[config.mk]
export PLATFORM = sky130hd
export DESIGN_NAME = sd_param_detector
export DESIGN_NICKNAME = d
export VERILOG_FILES = /design/src/rtl/sd_pkg.sv /design/src/rtl/sd_prefix_match.sv /design/src/rtl/sd_param_detector.sv
export SDC_FILE = /design/constraint.sdc
export NUM_CORES = 1
export LEC_CHECK = 0
export BUFFER_PORTS_ARGS = -buffer_cell sky130_fd_sc_hd__buf_2
export CAP_MARGIN = 25
export CORE_ASPECT_RATIO = 1.25
export CORE_MARGIN = 2
export CORE_UTILIZATION = 55
export CTS_BUF_LIST = sky130_fd_sc_hd__clkbuf_16
export DETAILED_ROUTE_END_ITERATION = 10
export PLACE_DENSITY_LB_ADDON = 0.2
export SYNTH_ARGS = -nofsm -noshare
export SYNTH_HDL_FRONTEND = slang
export SYNTH_SLANG_ARGS = --single-unit
[constraint.sdc]
create_clock -name clk -period 6.7 [get_ports clk]
set_input_delay 0 -clock clk [delete_from_list [all_inputs] [get_ports clk]]
set_output_delay 0 -clock clk [all_outputs]
set_load 0.01 [all_outputs]
[src/rtl/sd_pkg.sv]
// Shared definitions for the parametrised serial sequence detector.
package sd_pkg;

    typedef enum logic {
        OVL_OFF = 1'b0,
        OVL_ON  = 1'b1
    } ovl_mode_e;

    localparam int PAT_LEN_MAX = 16;

endpackage

[src/rtl/sd_prefix_match.sv]
// Combinational KMP helper: longest pattern prefix that ends the matched
// prefix plus the new bit, and the longest proper border of the pattern.
module sd_prefix_match
    import sd_pkg::*;
#(
    parameter  int PAT_LEN = 4,
    localparam int SW      = $clog2(PAT_LEN) + 1
) (
    input  logic [PAT_LEN-1:0] pattern,
    input  logic [SW-1:0]      state,
    input  logic               bit_in,
    output logic [SW-1:0]      match_len,
    output logic [SW-1:0]      border
);

    // Pattern bit idx counted from the first (MSB) bit.
    function automatic logic pat_bit(input logic [PAT_LEN-1:0] p, input int unsigned idx);
        logic [PAT_LEN-1:0] sh;
        sh = p >> (PAT_LEN - 1 - idx);
        return sh[0];
    endfunction

    always_comb begin : l_calc
        int unsigned n;
        logic        ok;
        n         = 32'(state) + 1;
        ok        = 1'b0;
        match_len = '0;
        for (int unsigned k = 1; k <= PAT_LEN; k++) begin
            ok = (k <= n);
            // w[n-k+i] for i < k-1 lies inside the matched prefix, so it equals pattern bit n-k+i
            for (int unsigned i = 0; i < PAT_LEN; i++) begin
                if (ok && (i + 1 < k) && (pat_bit(pattern, n - k + i) != pat_bit(pattern, i)))
                    ok = 1'b0;
            end
            if (ok && (bit_in != pat_bit(pattern, k - 1)))
                ok = 1'b0;
            if (ok)
                match_len = k[SW-1:0];
        end
    end

    always_comb begin : border_calc
        logic ok;
        ok     = 1'b0;
        border = '0;
        for (int unsigned b = 1; b < PAT_LEN; b++) begin
            ok = 1'b1;
            for (int unsigned i = 0; i < PAT_LEN; i++) begin
                if ((i < b) && (pat_bit(pattern, i) != pat_bit(pattern, PAT_LEN - b + i)))
                    ok = 1'b0;
            end
            if (ok)
                border = b[SW-1:0];
        end
    end

endmodule

[src/rtl/sd_param_detector.sv]
// Runtime-programmable serial sequence detector with Mealy/registered hit
// outputs, overlap control and a saturating hit counter.
module sd_param_detector
    import sd_pkg::*;
#(
    parameter  int                 PAT_LEN = 4,
    parameter  logic [PAT_LEN-1:0] PATTERN = 4'b1101,
    parameter  int                 CNT_W   = 8,
    localparam int                 SW      = $clog2(PAT_LEN) + 1
) (
    input  logic               clk,
    input  logic               rst,
    input  logic               seq_in,
    input  logic               seq_valid,
    input  logic               overlap,
    input  logic               pat_load,
    input  logic [PAT_LEN-1:0] pat_in,
    output logic               det_out,
    output logic               det_q,
    output logic [CNT_W-1:0]   det_cnt,
    output logic [SW-1:0]      state_out
);

    localparam logic [SW-1:0] FULL = SW'(PAT_LEN);

    logic [PAT_LEN-1:0] pat_q;
    logic [SW-1:0]      state_q;
    logic [SW-1:0]      state_d;
    logic [SW-1:0]      match_len;
    logic [SW-1:0]      border;
    logic [CNT_W-1:0]   cnt_q;
    logic               hit;

    sd_prefix_match #(
        .PAT_LEN(PAT_LEN)
    ) u_match (
        .pattern  (pat_q),
        .state    (state_q),
        .bit_in   (seq_in),
        .match_len(match_len),
        .border   (border)
    );

    assign hit     = (match_len == FULL);
    assign det_out = seq_valid & ~pat_load & hit;

    always_comb begin
        state_d = state_q;
        if (pat_load) begin
            state_d = '0;
        end else if (seq_valid) begin
            if (hit)
                state_d = (overlap == OVL_ON) ? border : '0;
            else
                state_d = match_len;
        end
    end

    always_ff @(posedge clk or posedge rst) begin
        if (rst) begin
            state_q <= '0;
            pat_q   <= PATTERN;
            det_q   <= 1'b0;
            cnt_q   <= '0;
        end else begin
            state_q <= state_d;
            det_q   <= det_out;
            if (pat_load)
                pat_q <= pat_in;
            if (det_out && (cnt_q != '1))
                cnt_q <= cnt_q + 1'b1;
        end
    end

    assign det_cnt   = cnt_q;
    assign state_out = state_q;

endmodule
==> results.json, run 1 <==
{
  "outcome": "complete, no violations",
  "placed_cells_incl_taps": 209,
  "endpoint_kind": "output port",
  "timing_worst_setup_path_type": "flop to output port",
  "slew_viol_final": 0,
  "final_period_minus_worst_setup_slack_ns": 3.78,
  "io_buffers": 22,
  "setup-tns-final_ns": 0,
  "async_reset_ff_frac": 1.00,
  "drv.max_cap_violation_count": 0,
  "hpwl_um": 2530,
  "ys.warnings.count": 0,
  "grt_setup_unrepaired": "false",
  "share_of_the_cycle_needed_by_the_critical_path_after_routing": 0.564,
  "synth.cell_area_sq_mm": 0.00157,
  "clk_pin_slew_worst_paths_ns": 0.05,
  "dieArea_sq_mm": 0.00330,
  "root_buffer": "clkbuf_16",
  "all_layer_gr_usage": 0.237,
  "design.final.nets": 216,
  "stdcell_count": 219,
  "cts_htree_levels": 1,
  "crit_arrival_ns": 3.78,
  "fin_worst_skew_ns": 0.000783,
  "gp_congestion": 0.900,
  "fmax_ghz": 0.265,
  "grt_start_max_net_pins": 21,
  "vias_in_the_first_global_route": 1347,
  "syn-instance-count": 162,
  "std_cell_rows": 21,
  "boundaryPins": 23,
  "synthDistinctLibCells": 48,
  "final-setup-viol-count": 0,
  "postRouteWirelength_um": 3430,
  "clkLatencyLatePin_ns": 0.24,
  "post_drt_via_cell_ratio": 5.82,
  "detail_route.first_pass.iterations": 4,
  "cts_setup_buffers": 0,
  "drt.antenna.violating_nets": 0,
  "route.detailed.wl_per_inst_um": 15.7,
  "final_cell_mix": "22 x buf_2, 18 x ha_1, 14 x inv_1",
  "detailroute.via_count": 1274,
  "timing.slew.headroom": 0.581,
  "vdd.ir_drop.worst_mv": 0.135,
  "grt_antenna_before_repair": 0,
  "synth_sequential_area_ratio": 0.258,
  "antenna_cells_inserted": 0,
  "startpoint_type": "flop",
  "worstMarginPinSlew_ns": 0.624,
  "effective_utilization_at_floorplan": 0.580,
  "area_delta_synth_final_pct": 15.3,
  "worst-path-max-fanout": 20,
  "grt_pass1_wl_um": 6070,
  "worst-endpoint-required_ns": 6.70,
  "syn_nets": 192,
  "synth_area_per_cell_sq_um": 9.69,
  "clockBufferDepth": 2,
  "static-leakage-power_nw": 0.893,
  "globalRouteOverflowTotal": 0,
  "timing_hold_violations_final": 0,
  "most_frequent_standard_cell_in_the_layout_excluding_fill_and_tap_cells": "buf_2",
  "die_h_um": 63.7,
  "number_of_drc_markers_in_iteration_0": 36,
  "remaining_drc_errors": 0,
  "synth-main-ff-cell": "dfrtp_1",
  "clock_sink_count": 16,
  "tritoncts_buffers": 3,
  "drive_gt1_frac": 0.227,
  "ys_ff_latch": 16,
  "min_path_type": "input pin to flop",
  "power.density_cell_area_mw_per_mm2": 161,
  "floorplan.die.width_um": 51.8,
  "placeable_area_sq_mm": 0.00271,
  "tritoncts": "yes",
  "synth-edff-count": 0
}
routing by layer:
| metal | wire length [um] | vias to the layer above | GRT usage |
|---|---|---|---|
| met5 | 0 | - | 0 |
| met4 | 97 | 0 | 0.0757 |
| met3 | 65 | 11 | 0.0166 |
| met2 | 1800 | 25 | 0.428 |
| met1 | 1470 | 629 | 0.290 |
| li1 | - | 609 | - |
report_power, final:
group,leakage (nW),internal (mW),switching [mW]
Clock,0.0385,0.0792,0.0374
Combinational,0.644,0.0320,0.0283
Sequential,0.210,0.101,0.0130
flip-flops by register name, indices dropped and copies added, names as in the netlist:
signal / count
det_q: 1
state_out: 3
det_cnt: 8
pat_q: 4
what timing repair did:
item,in CTS,in global routing
endpoints found under the hold margin,18,0
hold buffers,6,0
resized for setup,0,0
setup endpoints to repair,0,0
through the flow:
step | instance area [sq um] | total power, mW | util | setup slack, ns | hold WS [ns]
after global routing | 1810 | 0.304 | 0.669 | 2.57 | 0.0619
after detailed placement | 1670 | 0.173 | 0.617 | 2.96 | 0.0928
after floorplan | 1570 | 0.162 | - | 3.55 | -0.0884
after CTS | 1810 | 0.291 | 0.669 | 2.91 | 0.0513
final | 1810 | 0.291 | 0.669 | 2.92 | 0.0476
after global placement | 1670 | 0.171 | 0.617 | 3.16 | 0.0834
cell usage after synthesis, drive strengths merged (5+ instances only):
library cell  instances  share of area
buf                   7          0.028
dfrtp                13           0.21
ha                   18           0.14
inv                  14          0.033
mux2                  6          0.043
nand2                12          0.029
nand2b                8          0.032
nand4                 6          0.033
nor2b                 5          0.025
nor3                  7          0.026
o211ai                5          0.024
xnor2                 6          0.033
xor2                 10          0.056
critical path: stages, from the launching register on:
cell and delay (ns):
dfrtp_1 0.60, ha_1 0.33, xnor2_1 0.51, inv_1 0.19, ha_1 0.28, fa_1 0.46, o31ai_1 0.40, nand4_4 0.24
or2_1 0.32, inv_1 0.08, buf_2 0.13
layout make-up:
type | instances | area (sq um)
clock buffer | 3 | 75.1
clock inverter | 1 | 3.75
fill | 222 | 897
inverter | 14 | 52.6
multi-input combinational | 123 | 1060
sequential | 16 | 404
tap | 34 | 42.5
timing repair buffer | 28 | 170
worst paths after layout:
| check | cells past startpoint | slack [ns] | end | start |
|---|---|---|---|---|
| max | 10 | 2.92 | det_out | state_out[0] |
| min | 3 | 0.05 | state_out[1] | overlap |
| max reg2reg | 9 | 2.95 | det_cnt[1] | state_out[0] |
| min reg2reg | 1 | 0.50 | det_cnt[4] | det_cnt[4] |
| max in group asynchronous | 3 | 5.94 | state_out[0] | rst |
| min in group asynchronous | 3 | 0.38 | det_cnt[5] | rst |
kinds of logic (layout without fill, tap and decap cells):
| family | count (synthesis) | count (layout) | synth area share |
|---|---|---|---|
| compound gates | 18 | 18 | 0.0901 |
| mux | 10 | 10 | 0.0925 |
| buf+inv | 23 | 46 | 0.0662 |
| fa+ha+maj | 20 | 20 | 0.169 |
| flops | 16 | 16 | 0.258 |
| xor+xnor | 16 | 16 | 0.0893 |
| simple gates | 59 | 59 | 0.235 |
Note: power is estimated with default switching activity, not from simulation.
==> run 2, diff against run 1 <==
clock period = 3.5 ns   (was 6.7 ns; I/O delays follow)
==> results.json, run 2 (synthesis results as in run 1) <==
{
  "tritoncts_buffers": 3,
  "post-route-cell-area_sq_mm": 0.00183,
  "clockBufferDepth": 2,
  "fin_worst_skew_ns": 0.00303,
  "grt_setup_unrepaired": "false",
  "route.detailed.wl_per_inst_um": 15.2,
  "drv.max_cap_violation_count": 0,
  "all_layer_gr_usage": 0.233,
  "timing_worst_setup_path_type": "flop to output port",
  "std_cell_rows": 21,
  "timing_hold_violations_final": 0,
  "most_frequent_standard_cell_in_the_layout_excluding_fill_and_tap_cells": "buf_2",
  "power.density_cell_area_mw_per_mm2": 307,
  "drive_gt1_frac": 0.239,
  "dieArea_sq_mm": 0.00330,
  "endpoint_kind": "output port",
  "worst-endpoint-required_ns": 3.50,
  "detailroute.via_count": 1278,
  "cts_setup_buffers": 0,
  "remaining_drc_errors": 0,
  "io_buffers": 22,
  "final-setup-viol-count": 0,
  "setup-tns-final_ns": 0,
  "worstMarginPinSlew_ns": 0.599,
  "floorplan.die.width_um": 51.8,
  "vias_in_the_first_global_route": 1300,
  "die_h_um": 63.7,
  "tritoncts": "yes",
  "fmax_ghz": 0.311,
  "post_drt_via_cell_ratio": 5.76,
  "fillerInstances": 218,
  "dpl_cell_area_sq_mm": 0.00169,
  "clock_sink_count": 16,
  "startpoint_type": "flop",
  "final_cell_mix": "22 x buf_2, 18 x ha_1, 14 x inv_1",
  "area_delta_synth_final_pct": 16.7,
  "multiInputGateArea_sq_mm": 0.00106,
  "vdd.ir_drop.worst_mv": 0.417,
  "gp_congestion": 1.01,
  "globalRouteOverflowTotal": 0,
  "placeable_area_sq_mm": 0.00271,
  "crit_arrival_ns": 3.22,
  "sequential_cell_area_sq_um": 404,
  "ctsResizeCount": 0,
  "clkLatencyLatePin_ns": 0.25,
  "share_of_the_cycle_needed_by_the_critical_path_after_routing": 0.919,
  "drt.antenna.violating_nets": 0,
  "root_buffer": "clkbuf_16",
  "number_of_drc_markers_in_iteration_0": 14,
  "max_ffs_per_register": 8,
  "hpwl_um": 2540,
  "boundaryPins": 23,
  "cts_htree_levels": 1,
  "quantity_of_hold_fixing_buffers_added_after_cts": 6,
  "worst-path-max-fanout": 10,
  "postRouteWirelength_um": 3380,
  "outcome": "complete, no violations",
  "effective_utilization_at_floorplan": 0.580,
  "grt_start_max_net_pins": 17,
  "grt_pass1_wl_um": 5820,
  "min_path_type": "input pin to flop",
  "detail_route.first_pass.iterations": 4,
  "static-leakage-power_nw": 0.907,
  "clk_pin_slew_worst_paths_ns": 0.05,
  "timing.slew.headroom": 0.601,
  "design.final.nets": 219,
  "grt_antenna_before_repair": 0,
  "antenna_cells_inserted": 0,
  "slew_viol_final": 0,
  "final_period_minus_worst_setup_slack_ns": 3.22
}
==> run 2: cell types whose count changed in the layout (fill, tap and decap cells not counted), sizes merged <==
| cell | before | now |
|---|---|---|
| buf | 22 | 25 |
==> run 2: per-stage QoR <==
step	hold WS, ns	instances	setup slack [ns]	total power, mW	util
floorplan	-0.0884	162	0.354	0.309	-
global placement	0.0819	212	0.455	0.332	0.626
detailed placement	0.0883	212	0.319	0.336	0.626
CTS	0.0459	222	0.272	0.565	0.677
global route	0.0730	222	0.0798	0.586	0.677
finish	0.0417	222	0.285	0.562	0.677
==> run 2: final cells by class <==
cell class | count | share of cell area
multi-input combinational | 123 | 0.579
sequential | 16 | 0.221
timing repair buffer | 31 | 0.105
clock buffer | 3 | 0.0410
inverter | 14 | 0.0287
tap | 34 | 0.0232
clock inverter | 1 | 0.00205
==> run 2: layer usage <==
metal | part of all wire | track usage | vias up | wire [um]
met5 | 0 | 0 | - | 0
met3 | 0.030 | 0.0142 | 7 | 101
met4 | 0.024 | 0.115 | 0 | 80
met1 | 0.40 | 0.271 | 622 | 1370
met2 | 0.54 | 0.420 | 28 | 1830
li1 | - | - | 621 | -
==> run 2: final timing paths <==
check                        startpoint            to  slack, ns  cells past startpoint
min in group asynchronous           rst      pat_q[1]       0.37                      3
hold reg to reg              det_cnt[4]    det_cnt[4]       0.48                      1
hold / removal                  overlap  state_out[0]       0.04                      3
max in group asynchronous           rst  state_out[0]       2.74                      3
setup / recovery           state_out[0]       det_out       0.28                     10
setup reg to reg           state_out[0]    det_cnt[1]       0.31                      9
==> run 2: report_power, final <==
| part | internal (mW) | switching [mW] | leakage [nW] | total, mW |
|---|---|---|---|---|
| clock | 0.152 | 0.0714 | 0.0385 | 0.223 |
| sequential | 0.194 | 0.0193 | 0.210 | 0.214 |
| combinational | 0.0646 | 0.0602 | 0.658 | 0.125 |
| total | 0.411 | 0.151 | 0.907 | 0.562 |
==> run 2: worst max-delay path: stages, from the launching register on <==
cell	delay, ns
dfrtp_1	0.43
ha_1	0.23
xnor2_1	0.29
inv_1	0.15
ha_1	0.26
fa_1	0.48
or4_1	0.57
nand4_4	0.20
or2_1	0.17
inv_1	0.06
buf_2	0.13
==> run 3, diff against run 2 <==
BUFFER_PORTS_ARGS = -buffer_cell sky130_fd_sc_hd__buf_4   (was -buffer_cell sky130_fd_sc_hd__buf_2)
CORE_ASPECT_RATIO = 0.75   (was 1.25)
RECOVER_POWER = 100   (was not set)
==> results.json, run 3 (synthesis results as in run 1) <==
{
  "grt_setup_unrepaired": "false",
  "detail_route.first_pass.iterations": 4,
  "cts_htree_levels": 1,
  "post_drt_via_cell_ratio": 5.63,
  "clk_pin_slew_worst_paths_ns": 0.05,
  "worstMarginPinSlew_ns": 0.609,
  "die_h_um": 50.3,
  "power.density_cell_area_mw_per_mm2": 301,
  "placed_cells_incl_taps": 214,
  "fin_worst_skew_ns": 0.00358,
  "max_ffs_per_register": 8,
  "timing_hold_violations_final": 0,
  "share_of_the_cycle_needed_by_the_critical_path_after_routing": 0.938,
  "tritoncts": "yes",
  "hpwl_um": 2690,
  "vias_in_the_first_global_route": 1343,
  "multiInputGateArea_sq_mm": 0.00108,
  "final_core_util": 0.706,
  "gp_congestion": 0.889,
  "final-setup-viol-count": 0,
  "fin_hold_ws_ns": 0.0133,
  "remaining_drc_errors": 0,
  "timing.slew.headroom": 0.593,
  "timing.critical_path.max_delay_family": "simple AND/OR/NAND/NOR gates",
  "antenna_cells_inserted": 0,
  "fillerInstances": 195,
  "timing_worst_setup_path_type": "flop to output port",
  "final_period_minus_worst_setup_slack_ns": 3.28,
  "effective_utilization_at_floorplan": 0.589,
  "crit_path_cell_trace": "buf_4 > inv_1 > ha_2 > inv_1 > ha_1 > nor3b_1 > a22oi_1 > or4_1 > nand4_4 > or2_0 > inv_1 > buf_4",
  "setup-tns-final_ns": 0,
  "fmax_ghz": 0.305,
  "clkLatencyLatePin_ns": 0.24,
  "floorplan.die.width_um": 65.7,
  "grt_antenna_before_repair": 0,
  "dieArea_sq_mm": 0.00330,
  "most_frequent_standard_cell_in_the_layout_excluding_fill_and_tap_cells": "ha_1",
  "tritoncts_buffers": 3,
  "slew_viol_final": 0,
  "design_power_total_mw": 0.565,
  "crit_arrival_ns": 3.28,
  "globalRouteOverflowTotal": 0,
  "grt_pass1_wl_um": 6350,
  "clockBufferDepth": 2,
  "grt_start_max_net_pins": 20,
  "boundaryPins": 23,
  "drt.antenna.violating_nets": 0,
  "outcome": "complete, no violations",
  "worst_path_most_repeated_cell": "inv_1",
  "root_buffer": "clkbuf_16",
  "setup.reg_to_reg.worst_slack_ns": 0.31,
  "detailroute.via_count": 1261,
  "io_buffers": 22,
  "final_cell_mix": "16 x ha_1, 15 x buf_4, 14 x inv_1",
  "drive_gt1_frac": 0.197,
  "area_delta_synth_final_pct": 19.8,
  "drv.max_cap_violation_count": 0,
  "placeable_area_sq_mm": 0.00266,
  "std_cell_rows": 16,
  "worst-path-max-fanout": 10,
  "vdd.ir_drop.worst_mv": 0.265,
  "sequential_cell_area_sq_um": 405,
  "startpoint_type": "flop",
  "worst-endpoint-required_ns": 3.50,
  "path_buf_inv": 5,
  "design.final.nets": 219,
  "endpoint_kind": "output port",
  "clock_sink_count": 16,
  "critPathMaxStageDelay_ns": 0.54,
  "static-leakage-power_nw": 0.873,
  "route.detailed.wl_per_inst_um": 16.2,
  "critPathSlowestCell": "or4_1",
  "number_of_drc_markers_in_iteration_0": 70,
  "cts_setup_buffers": 0,
  "min_path_type": "input pin to flop",
  "postRouteWirelength_um": 3630,
  "all_layer_gr_usage": 0.256,
  "stdcell_count": 224
}
==> run 3: cell types whose count changed in the layout (fill, tap and decap cells not counted), sizes merged <==
cell,previous run,this run
buf,25,15
clkbuf,3,13
==> run 3: cell type report <==
class	count	share of cell area
clock buffers	3	0.0399
inverters	14	0.0280
clock inverters	1	0.00200
multi-input cells	123	0.577
flip-flops and latches	16	0.216
well taps	36	0.0240
repair buffers	31	0.114
==> run 3: timing repair <==
item | in CTS | in global routing
hold buffers | 6 | 0
gates resized for setup | 0 | 6
setup endpoints to repair | 0 | 11
endpoints found under the hold margin | 17 | 0
==> run 3: worst register-to-register path, stage by stage (launching register included) <==
cell and delay (ns):
dfrtp_2 0.47, ha_2 0.31, nand2_1 0.18, ha_1 0.30, inv_1 0.08, ha_1 0.16, and3b_1 0.19, a22oi_1 0.33
or4_1 0.21, nand4_4 0.19, nor3_2 0.28, mux2_1 0.36
==> run 3: path summary, 6_finish.rpt <==
path / endpoint / cells after the start / from
setup / recovery: det_out / 12 / state_out[1]
hold / removal: pat_q[2] / 2 / pat_in[2]
setup reg to reg: det_cnt[1] / 11 / state_out[2]
hold reg to reg: det_cnt[5] / 1 / det_cnt[5]
max in group asynchronous: state_out[2] / 3 / rst
min in group asynchronous: det_cnt[2] / 3 / rst
==> run 3: stage by stage <==
step	setup slack (ns)	instance area, sq um
after floorplan	0.354	1570
after global placement	0.266	1750
after detailed placement	0.0821	1750
after CTS	0.0480	1890
after global routing	0.0340	1880
final	0.219	1880
==> run 3: report_power, final <==
group          leakage, nW  internal [mW]  switching (mW)  total, mW
clock network       0.0385          0.151          0.0670      0.218
logic                0.627         0.0708          0.0646      0.135
registers            0.207          0.193          0.0185      0.212
==> run 3: routing by layer <==
layer / up-vias / GRT usage / wire [um]
li1: 618 / - / -
met1: 593 / 0.351 / 1730
met2: 44 / 0.402 / 1660
met3: 6 / 0.0583 / 205
met4: 0 / 0.0729 / 38
met5: - / 0 / 0
